--- src/rtl/pcie_read_request_arbiter.sv ---
// ==== pcie_read_request_arbiter : round-robin DMA read-request arbiter with PCIe tag pool and completion steering ====
// ==== Revision 1.0 ====
`timescale 1ns/1ps
`default_nettype none

module pcie_read_request_arbiter #(
    parameter int NUM_CH   = 4,
    parameter int NUM_TAGS = 8
) (
    input  logic                   clock,
    input  logic                   reset,
    input  logic [NUM_CH-1:0]      req_valid,
    input  logic [64*NUM_CH-1:0]   req_address,
    output logic                   tlp_req_valid,
    input  logic                   tlp_req_ready,
    output logic [63:0]            tlp_req_address,
    output logic [7:0]             tlp_req_tag,
    input  logic                   cpl_valid,
    input  logic [7:0]             cpl_tag,
    input  logic                   cpl_last,
    input  logic [63:0]            cpl_data,
    output logic [NUM_CH-1:0]      ch_cpl_valid,
    output logic [63:0]            ch_cpl_data,
    output logic [5:0]             tags_in_use,
    output logic                   err_overrun,
    output logic                   err_bad_tag
);

    localparam int          C_CH_W      = (NUM_CH > 1) ? $clog2(NUM_CH) : 1;
    localparam int          C_TAG_W     = (NUM_TAGS > 1) ? $clog2(NUM_TAGS) : 1;
    localparam logic [63:0] C_ADDR_MASK = ~64'h1FF;

    logic [NUM_CH-1:0]   pending_q, pending_d;
    logic [63:0]         addr_q [NUM_CH];
    logic [63:0]         addr_d [NUM_CH];
    logic [NUM_TAGS-1:0] tag_valid_q, tag_valid_d;
    logic [C_CH_W-1:0]   tag_owner_q [NUM_TAGS];
    logic [C_CH_W-1:0]   tag_owner_d [NUM_TAGS];
    logic [C_CH_W-1:0]   rr_ptr_q, rr_ptr_d;
    logic                tlp_valid_q, tlp_valid_d;
    logic [63:0]         tlp_addr_q, tlp_addr_d;
    logic [7:0]          tlp_tag_q, tlp_tag_d;
    logic [NUM_CH-1:0]   ch_cpl_valid_q, ch_cpl_valid_d;
    logic [63:0]         ch_cpl_data_q, ch_cpl_data_d;
    logic [5:0]          tags_in_use_q, tags_in_use_d;
    logic                err_overrun_q, err_overrun_d;
    logic                err_bad_tag_q, err_bad_tag_d;

    logic                grant_found;
    logic [C_CH_W-1:0]   grant_ch;
    logic                tag_found;
    logic [C_TAG_W-1:0]  grant_tag;
    logic                grant;
    logic [C_TAG_W-1:0]  cpl_idx;
    logic                cpl_good;
    logic                release_tag;

    // Rotating search: first pending channel at or above the round-robin pointer.
    always_comb begin
        grant_found = 1'b0;
        grant_ch    = '0;
        for (int k = 0; k < NUM_CH; k++) begin
            if (!grant_found && pending_q[C_CH_W'((int'(rr_ptr_q) + k) % NUM_CH)]) begin
                grant_found = 1'b1;
                grant_ch    = C_CH_W'((int'(rr_ptr_q) + k) % NUM_CH);
            end
        end
    end

    // Only tags free in the registered table are candidates, so a tag released this cycle waits one cycle.
    always_comb begin
        tag_found = 1'b0;
        grant_tag = '0;
        for (int t = 0; t < NUM_TAGS; t++) begin
            if (!tag_found && !tag_valid_q[t]) begin
                tag_found = 1'b1;
                grant_tag = C_TAG_W'(t);
            end
        end
    end

    assign grant       = grant_found && tag_found && (!tlp_valid_q || tlp_req_ready);
    assign cpl_idx     = cpl_tag[C_TAG_W-1:0];
    assign cpl_good    = cpl_valid && (cpl_tag < 8'(NUM_TAGS)) && tag_valid_q[cpl_idx];
    assign release_tag = cpl_good && cpl_last;

    always_comb begin
        pending_d      = pending_q;
        addr_d         = addr_q;
        tag_valid_d    = tag_valid_q;
        tag_owner_d    = tag_owner_q;
        rr_ptr_d       = rr_ptr_q;
        tlp_valid_d    = tlp_valid_q;
        tlp_addr_d     = tlp_addr_q;
        tlp_tag_d      = tlp_tag_q;
        ch_cpl_valid_d = '0;
        ch_cpl_data_d  = ch_cpl_data_q;
        tags_in_use_d  = tags_in_use_q;
        err_overrun_d  = err_overrun_q;
        err_bad_tag_d  = cpl_valid && !cpl_good;

        for (int i = 0; i < NUM_CH; i++) begin
            if (req_valid[i]) begin
                if (pending_q[i]) begin
                    err_overrun_d = 1'b1;
                end else begin
                    pending_d[i] = 1'b1;
                    addr_d[i]    = req_address[64*i +: 64];
                end
            end
        end

        if (release_tag) begin
            tag_valid_d[cpl_idx] = 1'b0;
        end

        if (grant) begin
            pending_d[grant_ch]    = 1'b0;
            tag_valid_d[grant_tag] = 1'b1;
            tag_owner_d[grant_tag] = grant_ch;
            rr_ptr_d    = (grant_ch == C_CH_W'(NUM_CH - 1)) ? '0 : grant_ch + C_CH_W'(1);
            tlp_valid_d = 1'b1;
            tlp_addr_d  = addr_q[grant_ch] & C_ADDR_MASK;
            tlp_tag_d   = 8'(grant_tag);
        end else if (tlp_req_ready) begin
            tlp_valid_d = 1'b0;
        end

        if (grant && !release_tag) begin
            tags_in_use_d = tags_in_use_q + 6'd1;
        end else if (release_tag && !grant) begin
            tags_in_use_d = tags_in_use_q - 6'd1;
        end

        if (cpl_good) begin
            ch_cpl_valid_d[tag_owner_q[cpl_idx]] = 1'b1;
            ch_cpl_data_d                        = cpl_data;
        end
    end

    always_ff @(posedge clock) begin
        if (reset) begin
            pending_q      <= '0;
            tag_valid_q    <= '0;
            rr_ptr_q       <= '0;
            tlp_valid_q    <= 1'b0;
            tlp_addr_q     <= '0;
            tlp_tag_q      <= '0;
            ch_cpl_valid_q <= '0;
            ch_cpl_data_q  <= '0;
            tags_in_use_q  <= '0;
            err_overrun_q  <= 1'b0;
            err_bad_tag_q  <= 1'b0;
            for (int i = 0; i < NUM_CH; i++) begin
                addr_q[i] <= '0;
            end
            for (int t = 0; t < NUM_TAGS; t++) begin
                tag_owner_q[t] <= '0;
            end
        end else begin
            pending_q      <= pending_d;
            addr_q         <= addr_d;
            tag_valid_q    <= tag_valid_d;
            tag_owner_q    <= tag_owner_d;
            rr_ptr_q       <= rr_ptr_d;
            tlp_valid_q    <= tlp_valid_d;
            tlp_addr_q     <= tlp_addr_d;
            tlp_tag_q      <= tlp_tag_d;
            ch_cpl_valid_q <= ch_cpl_valid_d;
            ch_cpl_data_q  <= ch_cpl_data_d;
            tags_in_use_q  <= tags_in_use_d;
            err_overrun_q  <= err_overrun_d;
            err_bad_tag_q  <= err_bad_tag_d;
        end
    end

    assign tlp_req_valid   = tlp_valid_q;
    assign tlp_req_address = tlp_addr_q;
    assign tlp_req_tag     = tlp_tag_q;
    assign ch_cpl_valid    = ch_cpl_valid_q;
    assign ch_cpl_data     = ch_cpl_data_q;
    assign tags_in_use     = tags_in_use_q;
    assign err_overrun     = err_overrun_q;
    assign err_bad_tag     = err_bad_tag_q;

endmodule

`default_nettype wire

--- config.mk ---
export PLATFORM = sky130hd
export DESIGN_NAME = pcie_read_request_arbiter
export DESIGN_NICKNAME = d
export VERILOG_FILES = /design/src/rtl/pcie_read_request_arbiter.sv
export SDC_FILE = /design/constraint.sdc
export NUM_CORES = 1
export LEC_CHECK = 0
export CORE_ASPECT_RATIO = 0.7
export CORE_MARGIN = 5
export CORE_UTILIZATION = 47
export DETAILED_ROUTE_END_ITERATION = 8
export PLACE_DENSITY = 0.81
export SYNTH_ARGS = -nofsm -noshare
export SYNTH_HDL_FRONTEND = slang
export SYNTH_SLANG_ARGS = --single-unit
--- constraint.sdc ---
create_clock -name clock -period 5.2 [get_ports clock]
set_input_delay 1.04 -clock clock [delete_from_list [all_inputs] [get_ports clock]]
set_output_delay 1.04 -clock clock [all_outputs]
set_load 0.005 [all_outputs]
==> results by group, run 1 <==
Setup path
  • FF-to-FF End: tags_in_use[4]
  • Worst setup path end: tags_in_use[4]
  • CP Capture Type: flip-flop
  • Worst r2r src: pending_q[3]
  • Critical path class: in -> reg
  • Crit path max fanout: 7
  • Critical path origin: cpl_tag[6]
  • Critical Path Start Type: primary input
  • R2R depth: 11
  • Reg2Reg Setup Slack: 1.69 ns
  • Crit path DAT: 4.58 ns
  • WP data required: 5.65 ns

Synthesis
  • EDFF count, synth: 0
  • Largest family of logic cells by synthesized area: simple AND/OR/NAND/NOR gates
  • Synth Instances: 1,834
  • XOR/XNOR Fraction of Synth Area: 0.115%
  • Mux contribution to synthesized area: 8.81%
  • Synthesized flop and latch total: 385
  • Syn Std Cell Area: 0.0153 mm2
  • Yosys warns: 0
  • Main synth FF type: dfxtp_1
  • Synth Area in Adders: 0.950%
  • Ys async rst share: 0%
  • Post-Syn Area per Cell: 8.33 um2
  • Compound-Gate Fraction of Synth Area: 15.4%
  • Post-synth cell types: 64
  • Sequential share of the synthesized area: 50.5%
  • Simple-gate share of the synthesized area: 19.3%

Pwr
  • Worst vdd ir: 0.279 mV
  • PwrDens: 375 mW/mm2
  • Leak pwr: 7.94 nW

Clock tree
  • Hold buffer count at CTS: 0
  • Root buf cell: clkbuf_16
  • Post-CTS sizing: 0
  • Clock Latency Late Sink: 0.53 ns
  • Total CTS buffers: 38
  • CTS HTree Levels: 2
  • CTS tree: built
  • Post-CTS setup buffers: 0
  • CTS Buffer Depth: 3
  • Clk slew on worst S/H paths: 0.06 ns
  • Num Clock Sinks: 385

Status
  • Status: completed

Drt
  • Detail Route Antenna Nets: 0
  • Number of remaining DRC errors: 0
  • Final wirelength: 51,600 um
  • Vias per inst: 5.50
  • DR vias: 14,500
  • Drt wl/cell: 19.5 um
  • DRT iter0 DRCs: 1,253
  • First drt pass iteration count: 8

Placed design
  • Placed Cells: 2,578
  • Routability cong.: 0.863
  • Post-DP HPWL: 35,400 um
  • Port bufs: 435

Global route
  • Grt ovf: 0
  • Number of global-route vias before repair: 14,500
  • Largest net degree at the start of global routing: 208
  • Overall routing resource usage: 26.9%
  • First-pass GRT wire length: 78,900 um
  • Initial antenna violation count: 2

STA
  • Period utilisation layout: 79.6%
  • Final critical path time including I/O delays and setup: 4.14 ns
  • Final setup vio count: 0
  • Max Slew Vio Count: 0
  • Fmax: 242 MHz
  • Max-slew headroom: 16.2%
  • Layout Skew: 0.0176 ns
  • Setup tns final: 0 ns
  • Hold Slack: 0.453 ns
  • RSZ-0062 raised after global routing: no
  • Final Hold Viols: 0
  • Least-Margin Pin Slew: 1.25 ns

Layout
  • Post-route insts no fill: 2,645
  • Fin nets: 2,539
  • Layout cell share with drive strength beyond 1: 4.83%
  • Synth-to-Final Area Change: 37.8%

Flow run
  • Max Cap Viol: 0

Floorplanning
  • Die area: 0.0363 mm2
  • Row count: 55
  • Initial core utilization: 47.4%
  • Area of the core: 0.0322 mm2
  • Die Ht: 161 um
  • Die width: 225 um
  • I/O pin count: 486

Hold path
  • Worst hold path class: reg -> reg
  • Min-Delay Path Depth: 2
-- synth_stat cells (4+ instances only) --
library cell / number / area [um2]
buf_4: 20 / 150
nand2_1: 642 / 2410
buf_1: 21 / 78.8
nor4_1: 4 / 25.0
nand3b_1: 4 / 30.0
dfxtp_1: 385 / 7710
nand3_1: 7 / 35.0
a211oi_1: 8 / 60.1
a21oi_1: 301 / 1510
nand2b_1: 4 / 25.0
buf_2: 28 / 140
nand4_1: 4 / 25.0
o221ai_1: 56 / 490
o41ai_1: 4 / 35.0
mux2i_1: 130 / 1300
nor2_1: 40 / 150
nor3_1: 5 / 25.0
ha_1: 10 / 125
inv_1: 12 / 45.0
nor3b_1: 4 / 30.0
nor2b_1: 8 / 50.1
clkbuf_1: 79 / 297
-- placed cells by master (no fill, tap or decap), types with 2 or more instances in the layout --
cell	synthesis	routed
nand2_1	642	640
clkdlybuf4s50_1	0	434
dfxtp_1	385	385
a21oi_1	301	301
mux2i_1	130	130
o221ai_1	56	56
nor2_1	40	40
clkbuf_16	0	39
buf_4	20	19
conb_1	1	14
inv_1	12	12
ha_1	10	10
clkbuf_8	0	10
a211oi_1	8	8
clkinv_2	0	8
nand3_1	7	7
nor3_1	5	5
nand4_1	4	4
nor2b_1	8	4
nor3b_1	4	4
nor2b_4	0	4
o41ai_1	4	4
nor4_1	4	4
nand3b_1	4	4
bufinv_16	0	4
or4_1	3	3
a311oi_1	3	3
o21ai_0	3	3
clkinvlp_4	0	3
nand2b_1	4	2
and2_1	2	2
nand2b_2	0	2
nand2_2	0	2
nand4b_1	2	2
o31ai_1	2	2
and3_1	2	2
a31oi_1	2	2
mux4_2	2	2
and3b_1	2	2
or3b_2	1	2
-- critical path, stage by stage --
cell	delay (ns)
clkdlybuf4s50_1	0.41
or4b_1	0.62
a2111oi_4	0.37
o221a_2	0.30
nand2_1	0.06
ha_1	0.27
inv_1	0.20
ha_1	0.28
nor2b_1	0.14
o21a_1	0.18
o21ai_0	0.12
or3b_2	0.45
a21oi_1	0.15
-- through the flow --
stage	worst slack (ns)	util [%]	total power, mW	cell area [um2]
after floorplan	1.14	-	4.33	15300
after global placement	0.636	61.3	5.01	19700
after detailed placement	0.586	61.3	5.06	19700
after CTS	1.11	65.4	7.92	21100
after global routing	0.858	65.4	8.21	21100
final	1.06	65.4	7.89	21100
-- where the power goes --
group | switching (mW) | internal, mW | total (mW)
sequential | 0.157 | 3.18 | 3.34
clock | 1.17 | 1.71 | 2.88
combinational | 0.910 | 0.767 | 1.68
-- per-layer routing --
metal | GRT usage [%] | vias to the layer above | wire length, um
met3 | 5.59 | 109 | 4140
li1 | - | 6859 | -
met4 | 8.74 | 2 | 1430
met1 | 36.5 | 6955 | 21800
met2 | 43.3 | 615 | 24200
met5 | 0 | - | 13
-- logic make-up after synthesis --
group | after synthesis
fa+ha+maj | 11
buf+inv | 165
flops | 385
other cells | 1
mux | 132
simple gates | 740
xor+xnor | 2
compound gates | 398
-- worst min path at each step --
stage | startpoint | end | slack, ns
floorplan | addr_q[100] | addr_q[100] | 0.44
global placement | addr_q[28] | addr_q[28] | 0.44
detailed placement | addr_q[113] | addr_q[113] | 0.45
CTS | addr_q[160] | addr_q[160] | 0.45
global route | addr_q[102] | addr_q[102] | 0.47
finish | ch_cpl_data[19] | ch_cpl_data[19] | 0.45
-- registers in the layout, indices dropped and copies added (netlist names) --
signal,cells
tags_in_use,6
rr_ptr_q,2
tlp_req_valid,1
tag_valid_q,8
tlp_req_address,55
pending_q,4
err_overrun,1
err_bad_tag,1
ch_cpl_data,64
addr_q,220
ch_cpl_valid,4
tag_owner_q,16
tlp_req_tag,3
-- layout make-up --
class	count	area (um2)
antenna	1	2.50
clock buffer	50	1120
clock inverter	16	191
fill	2629	11100
inverter	14	55.1
multi-input combinational	1297	6930
sequential	385	7710
tap	427	534
timing repair buffer	455	4520
(Power assumes the default switching activity.)
==> run 2, diff against run 1 <==
Clock period 5.2 ns to 4.2 ns, I/O delays scaled along.
==> results by group, run 2 (synthesis results as in run 1) <==
STA
  • RSZ-0062 raised after global routing: no
  • Period utilisation layout: 85.1%
  • Max Slew Vio Count: 0 (unchanged)
  • Final Hold Viols: 0 (unchanged)
  • Least-Margin Pin Slew: 1.04 ns (-0.217 ns)
  • Fmax: 280 MHz
  • Setup tns final: 0 ns (unchanged)
  • Max-slew headroom: 30.8% (+15 points)
  • Final critical path time including I/O delays and setup: 3.57 ns
  • Final setup vio count: 0 (unchanged)
  • Layout Skew: 0.0271 ns (+0.00948 ns)

Pwr
  • Worst vdd ir: 0.377 mV (+35%)
  • Cell internal pwr: 6.92 mW (+22%)
  • Clock share of power: 35.4% (-1.1 points)
  • PwrDens: 458 mW/mm2 (+22%)
  • Sw power: 2.77 mW (+24%)
  • Sw Ratio: 28.6% (+0.26 points)
  • Leak pwr: 8.03 nW (+1.0%)
  • Combinational power share: 21.9% (+0.7 points)
  • Sequential power share: 42.7% (+0.4 points)

Layout
  • Post-route cell area: 0.0212 mm2 (+0.62%)
  • Multi-input logic area: 0.00693 mm2 (unchanged)
  • Fin nets: 2,556 (+0.67%)
  • Register area: 0.00771 mm2 (unchanged)
  • # fillers: 2,631 (+0.076%)
  • Synth-to-Final Area Change: 38.7%
  • Most frequent cells in the layout: nand2_1, clkdlybuf4s50_1, dfxtp_1, a21oi_1, mux2i_1
  • Max reg flops: 220 (unchanged)
  • Layout cell share with drive strength beyond 1: 5.55% (+0.72 points)
  • Largest reg by FF count: addr_q
  • Commonest non-fill, non-tap cell in the layout: nand2_1

Flow run
  • Max Cap Viol: 0 (unchanged)

Clock tree
  • CTS Buffer Depth: 3 (unchanged)
  • Total CTS buffers: 37 (-2.6%)
  • CTS tree: built
  • CTS HTree Levels: 2 (unchanged)
  • Clock Latency Late Sink: 0.53 ns (about the same)
  • Num Clock Sinks: 385 (unchanged)
  • Hold buffer count at CTS: 0 (unchanged)
  • Post-CTS sizing: 0 (unchanged)
  • Post-CTS setup buffers: 0 (unchanged)
  • Clk slew on worst S/H paths: 0.06 ns (about the same)
  • Root buf cell: clkbuf_16

Status
  • Status: completed

Setup path
  • Delay-heaviest family, CP: compound AO/OA/AOI/OAI gates
  • CP Cell Sequence: clkdlybuf4s50_1 -> buf_4 -> mux2i_1 -> a21oi_1 -> o221a_2 -> nand2_1 -> ha_1 -> inv_1 -> ha_1 -> nor2b_1 -> o21a_1 -> o21ai_0 -> or3b_2 -> a21oi_1
  • CP Capture Type: flip-flop
  • Max stage delay cell, worst path: clkdlybuf4s50_1
  • Critical path class: in -> reg
  • Crit path DAT: 4.03 ns (-0.55 ns)
  • CP peak stage delay: 0.52 ns (-0.10 ns)
  • Worst path bufs/invs: 3 (+1)
  • Crit path max fanout: 15 (+8)
  • WP data required: 4.65 ns (-1.00 ns)
  • Critical Path Start Type: primary input

Floorplanning
  • I/O pin count: 486 (unchanged)
  • Initial core utilization: 47.4% (unchanged)
  • Die area: 0.0363 mm2 (unchanged)
  • Die width: 225 um (unchanged)
  • Row count: 55 (unchanged)
  • Die Ht: 161 um (unchanged)
  • Area of the core: 0.0322 mm2 (unchanged)

Global route
  • Grt ovf: 0 (unchanged)
  • Largest net degree at the start of global routing: 91 (-56%)
  • Number of global-route vias before repair: 14,700 (+1.1%)
  • First-pass GRT wire length: 80,400 um (+1.8%)
  • Overall routing resource usage: 27.4% (+0.41 points)
  • Initial antenna violation count: 4 (+2)

Drt
  • DRT iter0 DRCs: 1,218 (-2.8%)
  • First drt pass iteration count: 5 (-3)
  • Number of remaining DRC errors: 0 (unchanged)
  • Vias per inst: 5.46 (-0.63%)
  • Detail Route Antenna Nets: 0 (unchanged)
  • Final wirelength: 52,300 um (+1.3%)
  • Drt wl/cell: 19.6 um (+0.50%)
  • DR vias: 14,600 (+0.20%)

Placed design
  • Routability cong.: 0.887 (+2.8%)
  • Placed cell area: 0.0199 mm2 (+0.87%)
  • Port bufs: 435 (unchanged)
  • Post-DP HPWL: 36,100 um (+2.0%)

Hold path
  • Worst hold path class: reg -> reg
[run 2: cell count changes in the layout (fill, tap and decap cells not counted)]
cell / change
clkinvlp_4: -1
buf_12: +3
bufinv_16: -2
clkinv_2: +2
diode_2: +3
clkbuf_1: +2
buf_4: +15
[run 2: layer usage]
layer	up-vias	track usage, %	share of wire, %
met4	2	8.91	2.8
met2	595	44.2	47
met5	-	0	0.021
met1	6954	37.1	42
li1	6916	-	-
met3	102	5.19	8.2
[run 2: path summary, 6_finish.rpt]
kind	startpoint	endpoint	slack, ns	cells after the start
worst min-delay path	addr_q[103]	addr_q[103]	0.45	2
worst max-delay path	cpl_tag[2]	tags_in_use[4]	0.63	14
worst max register to register	pending_q[3]	tags_in_use[4]	1.08	11
worst min register to register	addr_q[103]	addr_q[103]	0.45	2
[run 2: final cells by class]
class / count / area share [%]
Tap cell: 427 / 2.52
Inverter: 14 / 0.260
Antenna cell: 4 / 0.0472
Clock inverter: 15 / 0.632
Timing Repair Buffer: 473 / 22.2
Clock buffer: 52 / 5.31
Multi-Input combinational cell: 1297 / 32.7
Sequential cell: 385 / 36.4
[run 2: worst min-delay path, stage by stage (launching register included)]
cell and delay (ns):
dfxtp_1 0.31, nand2_1 0.05, a21oi_1 0.05
[run 2: through the flow]
stage | instances | worst slack [ns] | power [mW] | hold WS, ns | utilization, %
after floorplan | 1847 | 0.340 | 5.37 | 0.436 | -
after CTS | 2663 | 0.639 | 9.73 | 0.454 | 65.8
after detailed placement | 2596 | 0.0965 | 6.32 | 0.445 | 61.8
after global placement | 2596 | 0.0993 | 6.27 | 0.441 | 61.8
final | 2667 | 0.627 | 9.69 | 0.453 | 65.8
after global routing | 2666 | 0.416 | 10.1 | 0.467 | 65.8
[run 2: power groups by stage]
stage,clock network (mW),registers (mW),logic (mW)
floorplan,0,4.16,1.21
global placement,0,4.20,2.07
detailed placement,0,4.21,2.11
CTS,3.48,4.13,2.12
global route,3.65,4.17,2.29
finish,3.44,4.13,2.12
==> run 3, diff against run 2 <==
Settings changed: CAP_MARGIN set to 20.
==> results of run 3 <==
Final layout, timing and power as in run 2 (identical DEF).
